$ cat src/rtl/imem_pkg.sv
// Shared constants and types for the instruction-memory arbiter and its response registers.
package imem_pkg;

    localparam int          IMEM_DEPTH = 64;
    localparam int          IMEM_IDX_W = $clog2(IMEM_DEPTH);
    localparam logic [31:0] NOP_INSN   = 32'h0000_0013;

    typedef enum logic {
        OWN_FETCH,
        OWN_LOADER
    } owner_t;

    typedef enum logic {
        ARB,
        LOCK
    } arb_state_t;

endpackage

$ cat src/rtl/imem_rsp_reg.sv
// Per-port response register: captures read data (or write ack / error substitute) at the grant edge.
// OOR_RDATA is returned in place of memory data when the granted request was out of range.
module imem_rsp_reg #(
    parameter logic [31:0] OOR_RDATA = 32'h0000_0000
) (
    input  logic        clk,
    input  logic        reset,
    input  logic        gnt_i,
    input  logic        we_i,
    input  logic        oor_i,
    input  logic [31:0] mem_rdata_i,
    output logic        rvalid_o,
    output logic [31:0] rdata_o,
    output logic        err_o
);

    logic        rvalid_q, rvalid_d;
    logic [31:0] rdata_q, rdata_d;
    logic        err_q, err_d;

    always_comb begin
        rvalid_d = gnt_i;
        err_d    = gnt_i & oor_i;
        rdata_d  = '0;
        if (gnt_i) begin
            if (oor_i) begin
                rdata_d = OOR_RDATA;
            end else if (!we_i) begin
                rdata_d = mem_rdata_i;
            end
        end
    end

    always_ff @(posedge clk) begin
        if (reset) begin
            rvalid_q <= 1'b0;
            rdata_q  <= '0;
            err_q    <= 1'b0;
        end else begin
            rvalid_q <= rvalid_d;
            rdata_q  <= rdata_d;
            err_q    <= err_d;
        end
    end

    assign rvalid_o = rvalid_q;
    assign rdata_o  = rdata_q;
    assign err_o    = err_q;

endmodule

$ cat src/rtl/imem_arbiter.sv
// Single-port instruction-memory arbiter between core fetch (read-only) and the program loader.
// Out-of-range address detection is compiled in only when IMEM_ARB_RANGE_CHECK_EN is defined.
//
// state | meaning
// ARB   | round-robin between fetch and loader, alternating away from last_owner
// LOCK  | loader has priority; fetch gets one slot after LOAD_MAX_BURST loader grants
module imem_arbiter
    import imem_pkg::*;
#(
    parameter int DEPTH          = IMEM_DEPTH,
    parameter int IDX_W          = (DEPTH == IMEM_DEPTH) ? IMEM_IDX_W : $clog2(DEPTH),
    parameter int LOAD_MAX_BURST = 8
) (
    input  logic             clk,
    input  logic             reset,
    input  logic             f_req,
    input  logic [31:0]      f_addr,
    output logic             f_gnt,
    output logic             f_rvalid,
    output logic [31:0]      f_rdata,
    input  logic             l_req,
    input  logic             l_we,
    input  logic             l_lock,
    input  logic [31:0]      l_addr,
    input  logic [31:0]      l_wdata,
    output logic             l_gnt,
    output logic             l_rvalid,
    output logic [31:0]      l_rdata,
    output logic [IDX_W-1:0] m_idx,
    output logic             m_we,
    output logic [31:0]      m_wdata,
    input  logic [31:0]      m_rdata,
    output logic             err
);

    localparam int               CNT_W     = $clog2(LOAD_MAX_BURST + 1);
    localparam logic [CNT_W-1:0] BURST_MAX = CNT_W'(LOAD_MAX_BURST);

    arb_state_t       state_q, state_d;
    owner_t           last_owner_q, last_owner_d;
    logic [CNT_W-1:0] burst_cnt_q, burst_cnt_d;
    logic [IDX_W-1:0] m_idx_q;
    logic [IDX_W-1:0] f_idx, l_idx;
    logic             gnt_f, gnt_l;
    logic             f_oor, l_oor;
    logic             f_err, l_err;

    assign f_idx = f_addr[IDX_W+1:2];
    assign l_idx = l_addr[IDX_W+1:2];

`ifdef IMEM_ARB_RANGE_CHECK_EN
    assign f_oor = |f_addr[31:IDX_W+2];
    assign l_oor = |l_addr[31:IDX_W+2];
`else
    assign f_oor = 1'b0;
    assign l_oor = 1'b0;
`endif

    logic unused_addr_bits;
    assign unused_addr_bits = ^{f_addr[1:0], l_addr[1:0], f_addr[31:IDX_W+2], l_addr[31:IDX_W+2]};

    always_ff @(posedge clk) begin
        if (reset) begin
            state_q      <= ARB;
            last_owner_q <= OWN_LOADER;
            burst_cnt_q  <= '0;
            m_idx_q      <= '0;
        end else begin
            state_q      <= state_d;
            last_owner_q <= last_owner_d;
            burst_cnt_q  <= burst_cnt_d;
            m_idx_q      <= m_idx;
        end
    end

    // A lock only survives while the loader keeps both l_req and l_lock up;
    // otherwise this cycle is arbitrated exactly as in ARB.
    always_comb begin
        state_d      = state_q;
        last_owner_d = last_owner_q;
        burst_cnt_d  = burst_cnt_q;
        gnt_f        = 1'b0;
        gnt_l        = 1'b0;
        if (!reset) begin
            if (state_q == LOCK && l_req && l_lock) begin
                if (f_req && burst_cnt_q == BURST_MAX) begin
                    gnt_f       = 1'b1;
                    burst_cnt_d = '0;
                end else begin
                    gnt_l = 1'b1;
                    if (f_req && burst_cnt_q != BURST_MAX) begin
                        burst_cnt_d = burst_cnt_q + CNT_W'(1);
                    end
                end
            end else begin
                state_d = ARB;
                if (f_req && l_req) begin
                    gnt_f = (last_owner_q == OWN_LOADER);
                    gnt_l = (last_owner_q == OWN_FETCH);
                end else begin
                    gnt_f = f_req;
                    gnt_l = l_req;
                end
                if (gnt_l && l_lock) begin
                    state_d     = LOCK;
                    burst_cnt_d = '0;
                end
            end
            if (gnt_f) begin
                last_owner_d = OWN_FETCH;
            end else if (gnt_l) begin
                last_owner_d = OWN_LOADER;
            end
        end
    end

    always_comb begin
        f_gnt   = gnt_f;
        l_gnt   = gnt_l;
        m_idx   = m_idx_q;
        m_we    = 1'b0;
        m_wdata = '0;
        if (reset) begin
            m_idx = '0;
        end else if (gnt_f) begin
            m_idx = f_idx;
        end else if (gnt_l) begin
            m_idx   = l_idx;
            m_we    = l_we & ~l_oor;
            m_wdata = l_wdata;
        end
    end

    imem_rsp_reg #(
        .OOR_RDATA (NOP_INSN)
    ) u_fetch_rsp (
        .clk         (clk),
        .reset       (reset),
        .gnt_i       (gnt_f),
        .we_i        (1'b0),
        .oor_i       (f_oor),
        .mem_rdata_i (m_rdata),
        .rvalid_o    (f_rvalid),
        .rdata_o     (f_rdata),
        .err_o       (f_err)
    );

    imem_rsp_reg #(
        .OOR_RDATA (32'h0000_0000)
    ) u_loader_rsp (
        .clk         (clk),
        .reset       (reset),
        .gnt_i       (gnt_l),
        .we_i        (l_we),
        .oor_i       (l_oor),
        .mem_rdata_i (m_rdata),
        .rvalid_o    (l_rvalid),
        .rdata_o     (l_rdata),
        .err_o       (l_err)
    );

`ifdef IMEM_ARB_RANGE_CHECK_EN
    assign err = f_err | l_err;
`else
    logic unused_err;
    assign unused_err = f_err ^ l_err;
    assign err        = 1'b0;
`endif

endmodule

$ cat config.mk
export PLATFORM = sky130hd
export DESIGN_NAME = imem_arbiter
export DESIGN_NICKNAME = d
export VERILOG_FILES = /design/src/rtl/imem_pkg.sv /design/src/rtl/imem_rsp_reg.sv /design/src/rtl/imem_arbiter.sv
export SDC_FILE = /design/constraint.sdc
export NUM_CORES = 1
export LEC_CHECK = 0
export ABC_AREA = 1
export BUFFER_PORTS_ARGS = -buffer_cell sky130_fd_sc_hd__clkbuf_2
export CELL_PAD_IN_SITES_DETAIL_PLACEMENT = 1
export CELL_PAD_IN_SITES_GLOBAL_PLACEMENT = 1
export CORE_MARGIN = 1
export CORE_UTILIZATION = 27
export CTS_BUF_LIST = sky130_fd_sc_hd__clkbuf_2
export CTS_CLUSTER_DIAMETER = 150
export DETAILED_ROUTE_END_ITERATION = 7
export PLACE_DENSITY_LB_ADDON = 0.05
export SKIP_CTS_REPAIR_TIMING = 1
export SLEW_MARGIN = 20
export SYNTH_ARGS = -nofsm -noshare
export SYNTH_HDL_FRONTEND = slang
export SYNTH_SLANG_ARGS = --single-unit
$ cat constraint.sdc
create_clock -name clk -period 3.2 [get_ports clk]
set_input_delay 0.32 -clock clk [delete_from_list [all_inputs] [get_ports clk]]
set_output_delay 0.32 -clock clk [all_outputs]
set_load 0.05 [all_outputs]
-- After elaboration in Yosys (flattened, before gate mapping)
Cells that the tools add are included.
- $add $sub $neg: 1
- reduce and logical (&&, ||, !) cells: 11
- bitwise gates (word level): 3
- mux-type cells: 28
- equal/unequal tests: 3
- operators by type and width (kind ; number):
    two-way mux 32 bit ; 3
    two-way mux 1 bit ; 18
    two-way mux 6 bit ; 3
    two-way mux 4 bit ; 4
    logical AND 1 bit ; 6
    adder 4 x 1 -> 4 bit (second input constant) ; 1
    == test 4 bit (second input constant) ; 1
    != test 4 bit (second input constant) ; 1
    nonzero test 2 bit ; 2
    != test 3 x 1 -> 1 bit (second input constant) ; 1
    inverter 1 bit ; 3
    OR reduction 3 bit ; 1
    AND reduction 2 bit ; 1
    OR reduction 2 bit ; 1
- word-level logic and storage cells: 54
- bits of input ports: 134
- flip-flop bits (word level): 78

-- Depth between registers and ports, before layout
- word-level depth: 10
- mapped depth: 10
- depth with buffers taken out: 9

-- By module
Synthesis repeated with hierarchy kept, for this count alone.
- cell total of the unflattened synthesis: 400
- area, all modules: 3392.0 um^2
- by module, submodules not included (module ; seq. area each (um^2) ; instances ; cells each ; area each (um^2)):
    imem_rsp_reg (u_loader_rsp) ; 680.7 ; 1 ; 107 ; 1246.2
    imem_arbiter ; 240.2 ; 1 ; 183 ; 1073.5
    imem_rsp_reg (u_fetch_rsp) ; 680.7 ; 1 ; 110 ; 1072.3

-- Worst setup path after synthesis
OpenSTA, ideal clock, no wires.
- path type: flip-flop to output port
- start: reg burst_cnt_q[0]
- end: out m_wdata[16]
- path slack: 1024 ps
- required time: 2880 ps
- data arrival time: 1856 ps
- stages on the path, launching flop included: 10
- cells stage by stage: dfxtp_1 > inv_1 > ha_1 > nand2_1 > nor2_1 > nand2_1 > nand3_2 > buf_6 > buf_6 > nor2_1
- word-level cells in the longest chain between the ends: 9
- RTL lines (element ; line ; RTL):
    start: declaration ; imem_arbiter.sv:41 ; logic [CNT_W-1:0] burst_cnt_q, burst_cnt_d;
    start signal: assignment ; imem_arbiter.sv:71 ; burst_cnt_q <= burst_cnt_d;
    == test 4 bit * ; imem_arbiter.sv:86 ; if (f_req && burst_cnt_q == BURST_MAX) begin
    logical AND 1 bit * ; imem_arbiter.sv:86 ;
    two-way mux 1 bit ; imem_arbiter.sv:86 ;
    two-way mux 1 bit ; imem_arbiter.sv:85 ; if (state_q == LOCK && l_req && l_lock) begin
    two-way mux 1 bit (2 in a row) ; imem_arbiter.sv:84 ; if (!reset) begin
    two-way mux 32 bit ; imem_arbiter.sv:127 ; end else if (gnt_l) begin
    two-way mux 32 bit * ; imem_arbiter.sv:125 ; end else if (gnt_f) begin
    two-way mux 32 bit * ; imem_arbiter.sv:123 ; if (reset) begin
    end: declaration ; imem_arbiter.sv:31 ; output logic [31:0] m_wdata,
Every way passes the cells marked *; elsewhere a longest branch is shown, timed or not. The select of a mux whose other input is x is not followed.

-- Final worst setup path
- start: reg burst_cnt_q[0]
- end: out m_wdata[5]
Same word-level chain as after synthesis.

==> flow_summary.yaml <==
sta:
  holdWs_ns: 0.0488
  fmax_mhz: 360
  min_period_ns: 2.78
  tns_ns: 0
  report.final.slew_viol_count: 0
  hold_violations: 0
  skew_ns: 0.0289
  rsz0062_at_grt: "false"
  finalSetupViolCount: 0
  fin_crit_sh: 0.868
global_routing:
  grt_max_degree: 34
  antenna_found_initial: 0
  overflow: 0
  track_usage: 0.143
  grt_pass1_wl_mm: 11.6
  grt_pass1_vias: 2533
routing:
  drt_iter0_drc: 35
  drc: 0
  vias_per_cell: 3.92
  wl_per_cell_um: 11.5
  dr.pass1.iters: 4
  vias: 2816
  wl_mm: 8.24
  drt.antenna.violating_nets: 0
cts:
  numCtsBuffers: 9
  root_buffer: "clkbuf_2"
  cts_sinks: 78
  htreeDepth: 3
  path_clk_slew_ns: 0.20
  clkLatencyLatePin_ns: 0.48
  cts_tree: "done"
  cts_buffer_depth: 2
setup_path:
  path_class: "register to primary output"
  crit_required_ns: 2.88
  cp-end-kind: "primary output"
  cp_max_fo: 26
  path_cells: "inv_1, ha_1, nand2_1, nor2_1, nand2_1, nand3_2, buf_4, nor2_1, clkbuf_2"
  cp.arrival_ns: 2.46
  startpoint_type: "register"
  crit_path_top_delay_cell: "dfxtp_1"
  critPathMaxStageDelay_ns: 0.40
final_layout:
  utilization: 0.432
  drive_gt1_frac: 0.364
  area_growth_syn_to_layout_pct: 53.3
  nNetsFinal: 716
  stdcell_area_um2: 4260
  antenna_cells: 0
synthesis:
  synth.distinct_cells: 20
  synth_seq_area_share: 0.562
  ys_seq_elements: 78
  synth_area_per_cell_um2: 7.78
  syn_inst: 357
  syn_nets: 493
  synth_warnings: 0
  syn_area_um2: 2780
floorplan:
  start_util: 0.281
  die-area_um2: 10700
  fp.dieH_um: 103
  io_pins: 242
  die_w_um: 103
  design.core.area_um2: 9860
  placementRows: 36
status:
  outcome: "finished clean"
power:
  ir_worst_vdd_v: 0.000197
  power_density_nw_per_um2: 502
  leakage_nw: 2.57
placed_design:
  dpl_cell_area_um2: 3790
  gp_congestion: 0.713
  portBuffers: 188
  place_hpwl_mm: 6.07
flow_run:
  maxCapViolCount: 0
min_path:
  hold_path.class: "input pin to register"
## worst paths after layout
check        slack (ns)                                   to                   startpoint  cells after the start
max                0.42                           m_wdata[5]  burst_cnt_q[0]$_SDFFE_PP0P_                      9
min                0.05  u_loader_rsp.rdata_o[15]$_SDFF_PP0_                  m_rdata[15]                      3
max reg2reg        1.31   u_loader_rsp.rdata_o[6]$_SDFF_PP0_  burst_cnt_q[0]$_SDFFE_PP0P_                      9
min reg2reg        0.50          burst_cnt_q[0]$_SDFFE_PP0P_  burst_cnt_q[0]$_SDFFE_PP0P_                      2
## metrics by stage
step | worst slack (ns) | power [mW] | cells
detailed placement | 0.917 | 1.53 | 669
global route | 0.139 | 2.25 | 718
floorplan | 1.02 | 1.40 | 357
finish | 0.424 | 2.14 | 718
global placement | 0.968 | 1.52 | 669
CTS | 0.317 | 2.14 | 685
## layout make-up
class                   count  area (um2)
fillers                  1287        5610
well taps                 133         166
inverters                  88         330
multi-input cells         180         777
repair buffers            223        1290
clock buffers              10        50.0
flip-flops and latches     78        1560
clock inverters             6        85.1
## cells in the mapped netlist, drive strengths merged
master  number  area (um2)
a21oi        7        38.8
buf         11         108
conb         1        3.75
dfxtp       78        1560
ha           2        25.0
inv         88         330
nand2       47         184
nand3       18         108
nand4        1        6.26
nor2       102         390
nor3         1        5.00
o21ai        1        16.3
## sequential cells by signal (all words and copies together) (netlist names)
signal / flops
u_fetch_rsp.rdata_o: 32
state_q: 1
u_loader_rsp.rdata_o: 32
last_owner_q: 1
burst_cnt_q: 4
u_fetch_rsp.rvalid_o: 1
u_loader_rsp.rvalid_o: 1
m_idx_q: 6
## cell usage in the layout, fill, tap and decap left out
| cell type | instances |
|---|---|
| nand3_2 | 1 |
| ha_1 | 2 |
| o21ai_4 | 1 |
| conb_1 | 1 |
| a21oi_1 | 6 |
| inv_1 | 85 |
| nor2_1 | 101 |
| inv_6 | 1 |
| nand4_1 | 1 |
| buf_4 | 2 |
| nand3_4 | 1 |
| nand2_1 | 46 |
| clkbuf_2 | 198 |
| clkinv_4 | 1 |
| nor2_4 | 1 |
| bufinv_16 | 2 |
| dlygate4sd3_1 | 33 |
| nand2_4 | 1 |
| clkinv_1 | 2 |
| dfxtp_1 | 78 |
| nor3_1 | 1 |
| inv_2 | 3 |
| a21oi_2 | 1 |
| nand3_1 | 16 |
## critical path: cells and delay by family (launching register included)
kind | cells | cell delay [ns]
buffers and inverters | 3 | 0.70
and+or+nand+nor | 5 | 0.69
DFF | 1 | 0.40
adders and majority gates | 1 | 0.19
## logic make-up (layout without fill, tap and decap cells)
family	count (synthesis)	count (layout)	share of synthesized area
other	1	1	0.00135
flip-flops	78	78	0.562
adder cells (fa/ha/maj)	2	2	0.00901
AO/OA/AOI/OAI	8	8	0.0198
AND/OR/NAND/NOR	169	169	0.250
buffers and inverters	99	327	0.158
## layer usage
| layer | up-vias | share of wire | routed length, um | GRT usage |
|---|---|---|---|---|
| met3 | 5 | 0.080 | 660 | 0.0524 |
| met5 | - | 0 | 0 | 0 |
| met2 | 96 | 0.51 | 4200 | 0.263 |
| met4 | 0 | 0.0069 | 57 | 0.0423 |
| li1 | 1456 | - | - | - |
| met1 | 1259 | 0.40 | 3320 | 0.153 |
## power by group
group	switching, mW	internal (mW)	total [mW]
Clock	0.334	0.262	0.596
Sequential	0.0131	1.02	1.03
Combinational	0.369	0.138	0.507
Total	0.716	1.42	2.14
Note: power is estimated with default switching activity, not from simulation.
